**config.mk**
```make
export PLATFORM = sky130hd
export DESIGN_NAME = byte_transmitter_mux
export DESIGN_NICKNAME = d
export VERILOG_FILES = /design/src/rtl/jtag_pkg.sv /design/src/rtl/mux_2_1.sv /design/src/rtl/byte_transmitter_mux.sv
export SDC_FILE = /design/constraint.sdc
export NUM_CORES = 1
export LEC_CHECK = 0
export CAP_MARGIN = 30
export CORE_AREA = 2 2 76 71
export CTS_CLUSTER_SIZE = 14
export DETAILED_ROUTE_END_ITERATION = 10
export DIE_AREA = 0 0 78 73
export PLACE_DENSITY_LB_ADDON = 0.15
export SLEW_MARGIN = 20
export SYNTH_ARGS = -nofsm -noshare
export SYNTH_HDL_FRONTEND = slang
export SYNTH_SLANG_ARGS = --single-unit
```
**constraint.sdc**
```tcl
create_clock -name clk -period 1.9 [get_ports clk]
set_clock_uncertainty 0.15 [all_clocks]
set_input_delay 0.285 -clock clk [delete_from_list [all_inputs] [get_ports clk]]
set_output_delay 0.285 -clock clk [all_outputs]
set_load 0.05 [all_outputs]
```
**src/rtl/jtag_pkg.sv**
```systemverilog
// jtag_pkg: constants shared across the JTAG TAP blocks.
//   IDCODE_VALUE  - device identification word shifted out in Shift-DR
//   DEFAULT_WIDTH - default DR width for the IDCODE transmitter
//   tap_state_e   - TAP controller state encodings (TestLogicReset = 0 .. UpdateIr = 15)
//   ir_opcode_e   - instruction register opcodes
package jtag_pkg;

   localparam logic [31:0] IDCODE_VALUE  = 32'h000FAF01;
   localparam int          DEFAULT_WIDTH = 32;

   typedef enum logic [3:0] {
      TestLogicReset = 4'd0,
      RunTestIdle    = 4'd1,
      SelectDrScan   = 4'd2,
      CaptureDr      = 4'd3,
      ShiftDr        = 4'd4,
      Exit1Dr        = 4'd5,
      PauseDr        = 4'd6,
      Exit2Dr        = 4'd7,
      UpdateDr       = 4'd8,
      SelectIrScan   = 4'd9,
      CaptureIr      = 4'd10,
      ShiftIr        = 4'd11,
      Exit1Ir        = 4'd12,
      PauseIr        = 4'd13,
      Exit2Ir        = 4'd14,
      UpdateIr       = 4'd15
   } tap_state_e;

   typedef enum logic [3:0] {
      Abort  = 4'b1000,
      IdCode = 4'b1110,
      Bypass = 4'b1111
   } ir_opcode_e;

endpackage

```
**src/rtl/mux_2_1.sv**
```systemverilog
// mux_2_1: combinational 2:1 bit selector.
//   one      - selected when selector = 1
//   two      - selected when selector = 0
//   selector - select input
//   out      - selector ? one : two
module mux_2_1 (
   input  logic one,
   input  logic two,
   input  logic selector,
   output logic out
);

   assign out = selector ? one : two;

endmodule

```
**src/rtl/byte_transmitter_mux.sv**
```systemverilog
// byte_transmitter_mux: parallel-in / serial-out transmitter feeding a 2:1
// TDO selector. Captures a WIDTH-bit word on the first enabled edge and
// presents one bit per enabled edge on a registered tx_out; done rises on
// the enabled edge after the last bit and sticks until clear or reset.
//
// Build option: define BYTE_TX_MSB_FIRST_EN to transmit MSB first
// (default is LSB first). Counter and done timing are identical.
//
// Ports:
//   clk        - TAP clock (tck), rising edge
//   reset_n    - asynchronous active-low reset
//   clear      - synchronous clear of transmit progress (beats enable)
//   enable     - advance one bit per cycle while high
//   in         - parallel word, sampled only at the capture edge
//   tap_bit    - bit supplied by the TAP controller
//   select_tap - 1 = tdo from tap_bit, 0 = tdo from tx_out
//   tx_out     - registered serial bit
//   done       - all WIDTH bits presented
//   tdo        - selected output bit (combinational)
module byte_transmitter_mux
   import jtag_pkg::*;
#(
   parameter int WIDTH = DEFAULT_WIDTH
) (
   input  logic             clk,
   input  logic             reset_n,
   input  logic             clear,
   input  logic             enable,
   input  logic [WIDTH-1:0] in,
   input  logic             tap_bit,
   input  logic             select_tap,
   output logic             tx_out,
   output logic             done,
   output logic             tdo
);

   localparam int            CW      = $clog2(WIDTH + 1);
   localparam logic [CW-1:0] CNT_MAX = CW'(WIDTH);

   if (WIDTH < 2) begin : g_width_chk
      $error("byte_transmitter_mux: WIDTH must be >= 2");
   end

   logic [CW-1:0]    cnt;
   logic [WIDTH-1:0] sreg;

   always_ff @(posedge clk or negedge reset_n) begin
      if (!reset_n) begin
         cnt    <= '0;
         sreg   <= '0;
         tx_out <= 1'b0;
         done   <= 1'b0;
      end else if (clear) begin
         cnt    <= '0;
         sreg   <= '0;
         tx_out <= 1'b0;
         done   <= 1'b0;
      end else if (enable) begin
         if (cnt == '0) begin
            // capture edge: first bit goes straight out, remainder parked in sreg
`ifdef BYTE_TX_MSB_FIRST_EN
            tx_out <= in[WIDTH-1];
            sreg   <= in << 1;
`else
            tx_out <= in[0];
            sreg   <= in >> 1;
`endif
            cnt    <= CW'(1);
         end else if (cnt < CNT_MAX) begin
`ifdef BYTE_TX_MSB_FIRST_EN
            tx_out <= sreg[WIDTH-1];
            sreg   <= sreg << 1;
`else
            tx_out <= sreg[0];
            sreg   <= sreg >> 1;
`endif
            cnt    <= cnt + CW'(1);
         end else begin
            // counter parks at WIDTH; done is sticky until clear/reset
            done   <= 1'b1;
            tx_out <= 1'b0;
         end
      end
   end

   mux_2_1 u_tdo_mux (
      .one      (tap_bit),
      .two      (tx_out),
      .selector (select_tap),
      .out      (tdo)
   );

endmodule

```
# Word-level counts from Yosys, hierarchy flattened
# Index checks and enable logic that the tools add are counted.
# word_totals
regBits	40
out_inout_bits	3
# op_classes
n_eq_ne	2
order_cmp	1
n_reduce_logical	5
n_addsub	1
n_mux	17
# ops
operator	count
2-to-1 mux 32 bit	4
2-to-1 mux 6 bit	4
2-to-1 mux 1 bit	9
adder 6 x 1 -> 6 bit, second input constant	1
zero test 6 bit	1
less-than comparator 6 bit, second input constant	1
inequality test 2 bit, second input constant	2
AND reduction 3 bit	1
nonzero test 3 bit	1
AND reduction 2 bit	1
nonzero test 2 bit	1

# Depth between registers and ports, before layout
# Gate-level depths: netlist of run 1.
# logic_depth
ltp_word	5
ltp_mapped	8
ltp_nobuf	5

# Cells and area by module
# Synthesis of run 1 repeated with hierarchy kept, for this count alone.
# hier_totals
cells_unflattened	182
area_unflattened_um2	1918.1
# by_module_without_submodules
mod	instances	area_per_inst_um2	cells_each
byte_transmitter_mux	1	1903.1	181
mux_2_1	1	15.0	1

# Worst setup path after synthesis of run 1
# OpenSTA, ideal clock, no wires.
# synth_path
kind	reg-to-reg
from	register cnt[0]
to	register tx_out
setup_time_ps	80
t_arrival_ps	1753
slack_ps	-83
path_stages_with_launch	9
cell_sequence	dfrtp_1 -> inv_1 -> ha_1 -> or4b_1 -> buf_2 -> or2_1 -> buf_6 -> buf_6 -> o211ai_2
# synth_between
elab_chain_cells	5
# synth_rtl
element	line	source
from (decl)	byte_transmitter_mux.sv:44	logic [CW-1:0] cnt;
from (signal assigned)	byte_transmitter_mux.sv:77	cnt <= cnt + CW'(1);
less-than comparator 6 bit	byte_transmitter_mux.sv:69	end else if (cnt < CNT_MAX) begin
2-to-1 mux 1 bit	byte_transmitter_mux.sv:69	
2-to-1 mux 1 bit (*)	byte_transmitter_mux.sv:59	if (cnt == '0) begin
2-to-1 mux 1 bit (*)	byte_transmitter_mux.sv:58	end else if (enable) begin
2-to-1 mux 1 bit (*)	byte_transmitter_mux.sv:53	end else if (clear) begin
to (signal assigned)	byte_transmitter_mux.sv:65	tx_out <= in[0];
to (signal assigned)	byte_transmitter_mux.sv:74	tx_out <= sreg[0];
to (decl)	byte_transmitter_mux.sv:32	output logic tx_out,
# Every way passes the cells marked *; elsewhere a longest branch is shown, timed or not. The select of a mux whose other input is x is not followed.
# A chain may end at the register's enable or synchronous reset.

# Final worst setup path of run 1
# layout_path
from	register cnt[1]
to	register sreg[15]
# layout_between
elab_chain_cells	4
# layout_rtl
element	line	source
parallel branches: the longest is 4 deep, another holds less-than comparator 6 bit	n/a	
to (signal assigned)	byte_transmitter_mux.sv:66	sreg <= in >> 1;
to (signal assigned)	byte_transmitter_mux.sv:75	sreg <= sreg >> 1;
to (decl)	byte_transmitter_mux.sv:45	logic [WIDTH-1:0] sreg;
# Several ways; the timed one is not identified. The select of a mux whose other input is x is not followed.

==> results of run 1 <==
[worst reg2reg max path, delay by kind of cell, from the launching register on]
family / cells / cell delay [ps]
buffers and inverters: 2 / 230
adder cells (fa/ha/maj): 1 / 120
AND/OR/NAND/NOR: 2 / 770
AO/OA/AOI/OAI: 1 / 150
flip-flops: 1 / 390
[power by group]
part | total (µW) | switching [µW] | leakage [µW] | internal, µW
clock network | 728 | 302 | 0.0000612 | 425
registers | 906 | 27.3 | 0.000527 | 879
logic | 412 | 211 | 0.000584 | 202
total | 2050 | 540 | 0.00117 | 1510
[cell type report]
| type | count | share of cell area (%) |
|---|---|---|
| Multi-Input combinational cell | 128 | 34.9 |
| Sequential cell | 39 | 32.6 |
| Timing Repair Buffer | 62 | 21.8 |
| Inverter | 32 | 4.01 |
| Tap cell | 67 | 2.80 |
| Clock buffer | 6 | 2.76 |
| Clock inverter | 2 | 1.17 |
[registers in the layout, indices dropped and copies added (netlist names)]
register,count
cnt,6
sreg,31
done,1
tx_out,1
[per-stage QoR]
stage               setup WS [ps]  hold slack (ps)
finish                       16.7              334
global route                -63.4              376
CTS                          6.95              351
detailed placement          -69.9              137
global placement            -32.4              139
floorplan                   -83.4             -161
[Yosys cell counts (all sizes together)]
master | number | share of area [%]
a22o | 1 | 0.39
nand2 | 34 | 5.7
inv | 32 | 5.3
or4b | 1 | 0.45
mux2 | 1 | 0.50
nor2b | 1 | 0.28
o21ba | 1 | 0.45
or2 | 1 | 0.28
o22ai | 1 | 0.28
nand3b | 2 | 0.67
nor2 | 4 | 0.67
or3 | 2 | 0.56
clkbuf | 17 | 2.8
o21ai | 4 | 0.89
o221ai | 30 | 20
a21oi | 4 | 0.89
o211ai | 32 | 11
a32o | 1 | 0.45
dfrtp | 39 | 43
nand3 | 2 | 0.45
ha | 2 | 1.1
nand2b | 2 | 0.56
nor4bb | 1 | 0.45
nor3b | 1 | 0.33
buf | 6 | 2.4
[cells by family (layout without fill, tap and decap cells)]
logic type,count (synthesis),count (layout),synth area share (%)
mux,1,1,0.501
compound gates,74,74,34.0
fa+ha+maj,2,2,1.11
flops,39,39,43.4
buf+inv,55,102,10.6
simple gates,51,51,10.4
[routing by layer]
metal  vias to the layer above  wire (µm)  GRT usage (%)
met4                         0         55           5.26
li1                        902          -              -
met1                       895       2510           25.8
met2                        42       2330           30.7
met3                         7        181           3.59
met5                         -          0              0
[what timing repair did]
| action | in CTS | in global routing |
|---|---|---|
| gates cloned | 0 | 1 |
| setup endpoints to repair | 30 | 31 |
| pin swaps | 0 | 1 |
| hold buffers | 1 | 0 |
| resized for setup | 2 | 2 |
| endpoints found under the hold margin | 19 | 0 |
[worst max path at each step]
stage | from | endpoint | slack (ps) | depth (start not counted)
6_report | cnt[1] | sreg[15] | 20 | 6
5_1_grt | cnt[0] | sreg[12] | -60 | 6
4_1_cts | cnt[1] | sreg[26] | 7 | 6
3_5_place_dp | cnt[1] | sreg[28] | -70 | 6
3_3_place_gp | cnt[1] | sreg[8] | -30 | 6
2_1_floorplan | cnt[0] | tx_out | -80 | 8
==> out/qor.yml, run 1 <==
power:
  p_leak_uw: 0.00117
  pwr_density_cell_nw_per_um2: 683
  vdd_ir_drop_max_v: 0.000457
  power.total_uw: 2050
cells_and_area:
  seqCellArea_um2: 976
  fillerInstances: 437
  final_cells: 336
  utilization_pct: 59.9
  syn_to_final_growth_pct: 33.4
  diodes: 0
  drive_gt1_share_pct: 26.0
  final_common_cell: "dfrtp_1"
  final_nets: 308
  multi_input_area_um2: 1050
  mostFrequentLayoutCells: "dfrtp_1 (39), clkdlybuf4s50_1 (36), nand2_1 (34), inv_1 (31), o211ai_1 (31)"
  design_area_um2: 3000
clocking:
  cts_setup_buffers: 0
  numCtsBuffers: 5
  cts_buffer_depth: 2
  cts_tree: "built"
  clkSinkCount: 39
  cts-root-buf: "clkbuf_8"
  htreeDepth: 2
  cts.reportedPaths.clkPinSlew_ps: 80
  clock_latency_ps: 290
place:
  numPortBuffers: 40
  gp_congestion: 0.855
  dp_cells: 326
  place_area_um2: 2830
  dpl.hpwl_um: 3410
setup_path:
  reg2reg_depth: 6
  rrSetupSlack_ps: 20
  crit_chain: "inv_2 -> ha_1 -> or4b_4 -> or2_4 -> buf_12 -> o221ai_2"
  cp-start-kind: "flop"
  cp_data_required_time_ps: 1960
  cp_top_family: "simple AND/OR/NAND/NOR gates"
  rr_endpoint: "sreg[15]"
  crit_fanout: 13
  worst-setup-path-type: "flop to flop"
  worst_path_max_delay_cell: "or4b_4"
  rr_startpoint: "cnt[1]"
  cpPeakStageDelay_ps: 470
  crit_buf_inv: 2
  arrival_ps: 1940
  worst_setup_path_end_kind: "flop"
synthesis:
  synth.avg_cell_area_um2: 10.1
  ys_ff_latch: 39
  synth_nets: 262
  ys_types: 29
  ys_warn_count: 0
  syn-cell-area_um2: 2250
  synth_cells: 222
  seq_area_frac_synth_pct: 43.4
global_routing:
  grt_pass1_vias: 1805
  groute.usage.overall_pct: 18.8
  grt_pass1_wl_um: 8510
  grt_max_degree: 40
  overflow: 0
  antenna_found_initial: 0
drt:
  viasPerCell: 5.49
  wl_um: 5070
  drtPass1Iterations: 4
  drtAntennaViolNets: 0
  post-route-drc-count: 0
  drt_iter0_markers: 167
  wl_per_cell_um: 15.1
  via_count: 1846
sta:
  min_period_ps: 1880
  hold_violations: 0
  finalMaxSlewViolations: 0
  finalCritPeriodShare_pct: 99.1
  tns_ps: 0
  worst_pin_slew_ps: 504
  setup_violations: 0
  fmax_mhz: 531
  rsz0062_at_grt: "yes"
  slew_headroom_pct: 66.4
floorplan:
  die_area_um2: 5690
  start_util_pct: 44.9
  core_um2: 5000
  dieWidth_um: 78
  ios: 41
  num_rows: 25
  fp.dieH_um: 73
status:
  status: "finished clean"
min_path:
  hold_class: "input pin to asynchronous set/reset pin"
job:
  cap_violations: 0
Note: power is estimated with default switching activity, not from simulation.
==> inputs of run 2 (changes only) <==
- CORE_AREA: 2 2 76 71 -> 2 2 108 99
- DIE_AREA: 0 0 78 73 -> 0 0 110 101
==> run 2 against run 1 <==
The flow now finishes with violations (setup timing). Via count is 1.7% lower. Routed wire length increased by 15%. Combinational power up 4%. Sequential cell count stayed put. Critical path depth is the same. Global-route usage shrank 7.7 points.
==> out/qor.yml, run 2 (same netlist as run 1, synthesis figures left out) <==
drt:
  viasPerCell: 4.49  # was 5.49
  post-route-drc-count: 0  # unchanged
  wl_um: 5830  # was 5070 µm
  drtAntennaViolNets: 0  # unchanged
  via_count: 1814  # was 1846
  wl_per_cell_um: 14.4  # was 15.1 µm
  drt_iter0_markers: 91  # was 167
  drtPass1Iterations: 4  # unchanged
clocking:
  cts_buffer_depth: 2  # unchanged
  clock_latency_ps: 290  # about the same
  numCtsBuffers: 5  # unchanged
  cts-root-buf: "clkbuf_8"  # unchanged
  htreeDepth: 2  # unchanged
  cts.reportedPaths.clkPinSlew_ps: 80  # about the same
  clkSinkCount: 39  # unchanged
  cts_tree: "built"  # unchanged
place:
  gp_congestion: 0.740  # was 0.855
  dp_cells: 393  # was 326
  dpl.hpwl_um: 3930  # was 3410 µm
  numPortBuffers: 40  # unchanged
power:
  power.total_uw: 1890  # was 2050 µW
  pwr_density_cell_nw_per_um2: 613  # was 683 nW/µm²
  p_leak_uw: 0.00118  # was 0.00117 µW
  vdd_ir_drop_max_v: 0.000261  # was 0.000457 V
setup_path:
  crit_fanout: 10  # was 13
  crit_path_end: "sreg[24]"  # was sreg[15]
  worst_setup_path_end_kind: "flop"  # unchanged
  rrSetupSlack_ps: -20  # was 20 ps
  arrival_ps: 1970  # was 1940 ps
  cp-startpoint: "cnt[1]"  # unchanged
  cp_data_required_time_ps: 1950  # was 1960 ps
  rr_endpoint: "sreg[24]"  # was sreg[15]
  rr_startpoint: "cnt[1]"  # unchanged
  worst-setup-path-type: "flop to flop"  # unchanged
  reg2reg_depth: 6  # unchanged
  cp-start-kind: "flop"  # unchanged
sta:
  fmax_mhz: 521  # was 531 MHz
  finalWorstSetupSlack_ps: -18.7  # was 16.7 ps
  tns_ps: -67.1  # was 0 ps
  hold_violations: 0  # unchanged
  slew_headroom_pct: 55.1  # was 66.4%
  setup_violations: 8  # was 0
  worst_pin_slew_ps: 674  # was 504 ps
  rsz0062_at_grt: "yes"  # unchanged
  finalMaxSlewViolations: 0  # unchanged
  finalCritPeriodShare_pct: 101  # was 99.1%
  min_period_ps: 1920  # was 1880 ps
floorplan:
  die_area_um2: 11100  # was 5690 µm²
  core_um2: 10000  # was 5000 µm²
  num_rows: 35  # was 25
  dieWidth_um: 110  # was 78 µm
  start_util_pct: 22.4  # was 44.9%
  ios: 41  # unchanged
  fp.dieH_um: 101  # was 73 µm
global_routing:
  grt_pass1_wl_um: 9590  # was 8510 µm
  antenna_found_initial: 0  # unchanged
  overflow: 0  # unchanged
  grt_pass1_vias: 1888  # was 1805
  groute.usage.overall_pct: 11.1  # was 18.8%
  grt_max_degree: 31  # was 40
status:
  violations: "setup timing"
  status: "complete, but fails checks"  # was finished clean
cells_and_area:
  drive_gt1_share_pct: 27.3  # was 26.0%
  fillerInstances: 1034  # was 437
  top_regs: "sreg (31), cnt (6)"  # unchanged
  final_common_cell: "dfrtp_1"  # unchanged
  seqCellArea_um2: 976  # unchanged
  syn_to_final_growth_pct: 37.2  # was 33.4%
  regMostFlops: "sreg"  # unchanged
  final_nets: 314  # was 308
  mostFrequentLayoutCells: "dfrtp_1 (39), clkdlybuf4s50_1 (36), nand2_1 (34), inv_1 (31), o211ai_1 (31)"  # unchanged
  final_cells: 404  # was 336
  largest_reg_flops: 31  # unchanged
  diodes: 0  # unchanged
  multi_input_area_um2: 1050  # about the same
min_path:
  hold_class: "flop to flop"  # was input pin to asynchronous set/reset pin
  hp-start: "sreg[30]"
job:
  cap_violations: 0  # unchanged
==> run 2: changes by cell type in the layout (fill, tap and decap cells not counted), sizes merged <==
cell / change
buf: +6
bufinv: -1
clkbuf: +1
==> run 2: cell type report <==
cell class / count / share of cell area, %
flip-flops and latches: 39 / 31.6
repair buffers: 68 / 22.4
clock inverters: 1 / 0.162
multi-input cells: 128 / 34.2
clock buffers: 7 / 2.47
inverters: 32 / 3.89
well taps: 129 / 5.23
==> run 2: how the worst min path moves through the flow <==
stage | end | slack [ps] | cells past startpoint
after floorplan | cnt[0] | -160 | 0
after global placement | sreg[17] | 230 | 1
after detailed placement | done | 230 | 1
after CTS | sreg[30] | 360 | 1
after global routing | sreg[30] | 390 | 1
final | sreg[30] | 360 | 1
==> run 2: power breakdown <==
part | switching (µW) | internal [µW]
registers | 28.0 | 879
logic | 216 | 211
clock network | 298 | 258
total | 543 | 1350
==> run 2: layer usage <==
layer	vias up	part of all wire, %	GRT usage (%)
met5	-	0	0
met4	0	0.63	2.92
met3	2	3.5	2.26
met2	26	47	17.9
met1	880	48	14.9
li1	906	-	-
==> run 2: timing repair <==
item / in CTS / in global routing
setup endpoints to repair: 31 / 33
gates cloned: 0 / 1
pin swaps: 7 / 6
buffers inserted: 0 / 1
endpoints found under the hold margin: 25 / 0
hold buffers: 1 / 0
resized for setup: 3 / 4
==> run 2: worst max-delay path, cell delays in order (launching register included) <==
cell and delay, ps:
dfrtp_1 390, inv_2 60, ha_1 120, or4b_4 480, or2_4 300, clkbuf_16 190
o221ai_2 140
==> run 2: through the flow <==
stage / hold slack, ps / cell area, µm² / worst slack, ps / utilization (%)
final: 361 / 3080 / -18.7 / 30.8
after global routing: 393 / 3080 / -93.3 / 30.8
after CTS: 364 / 3030 / -8.89 / 30.3
after global placement: 226 / 2940 / -72.0 / 29.3
after floorplan: -161 / 2250 / -83.4 / -
after detailed placement: 225 / 2940 / -122 / 29.3
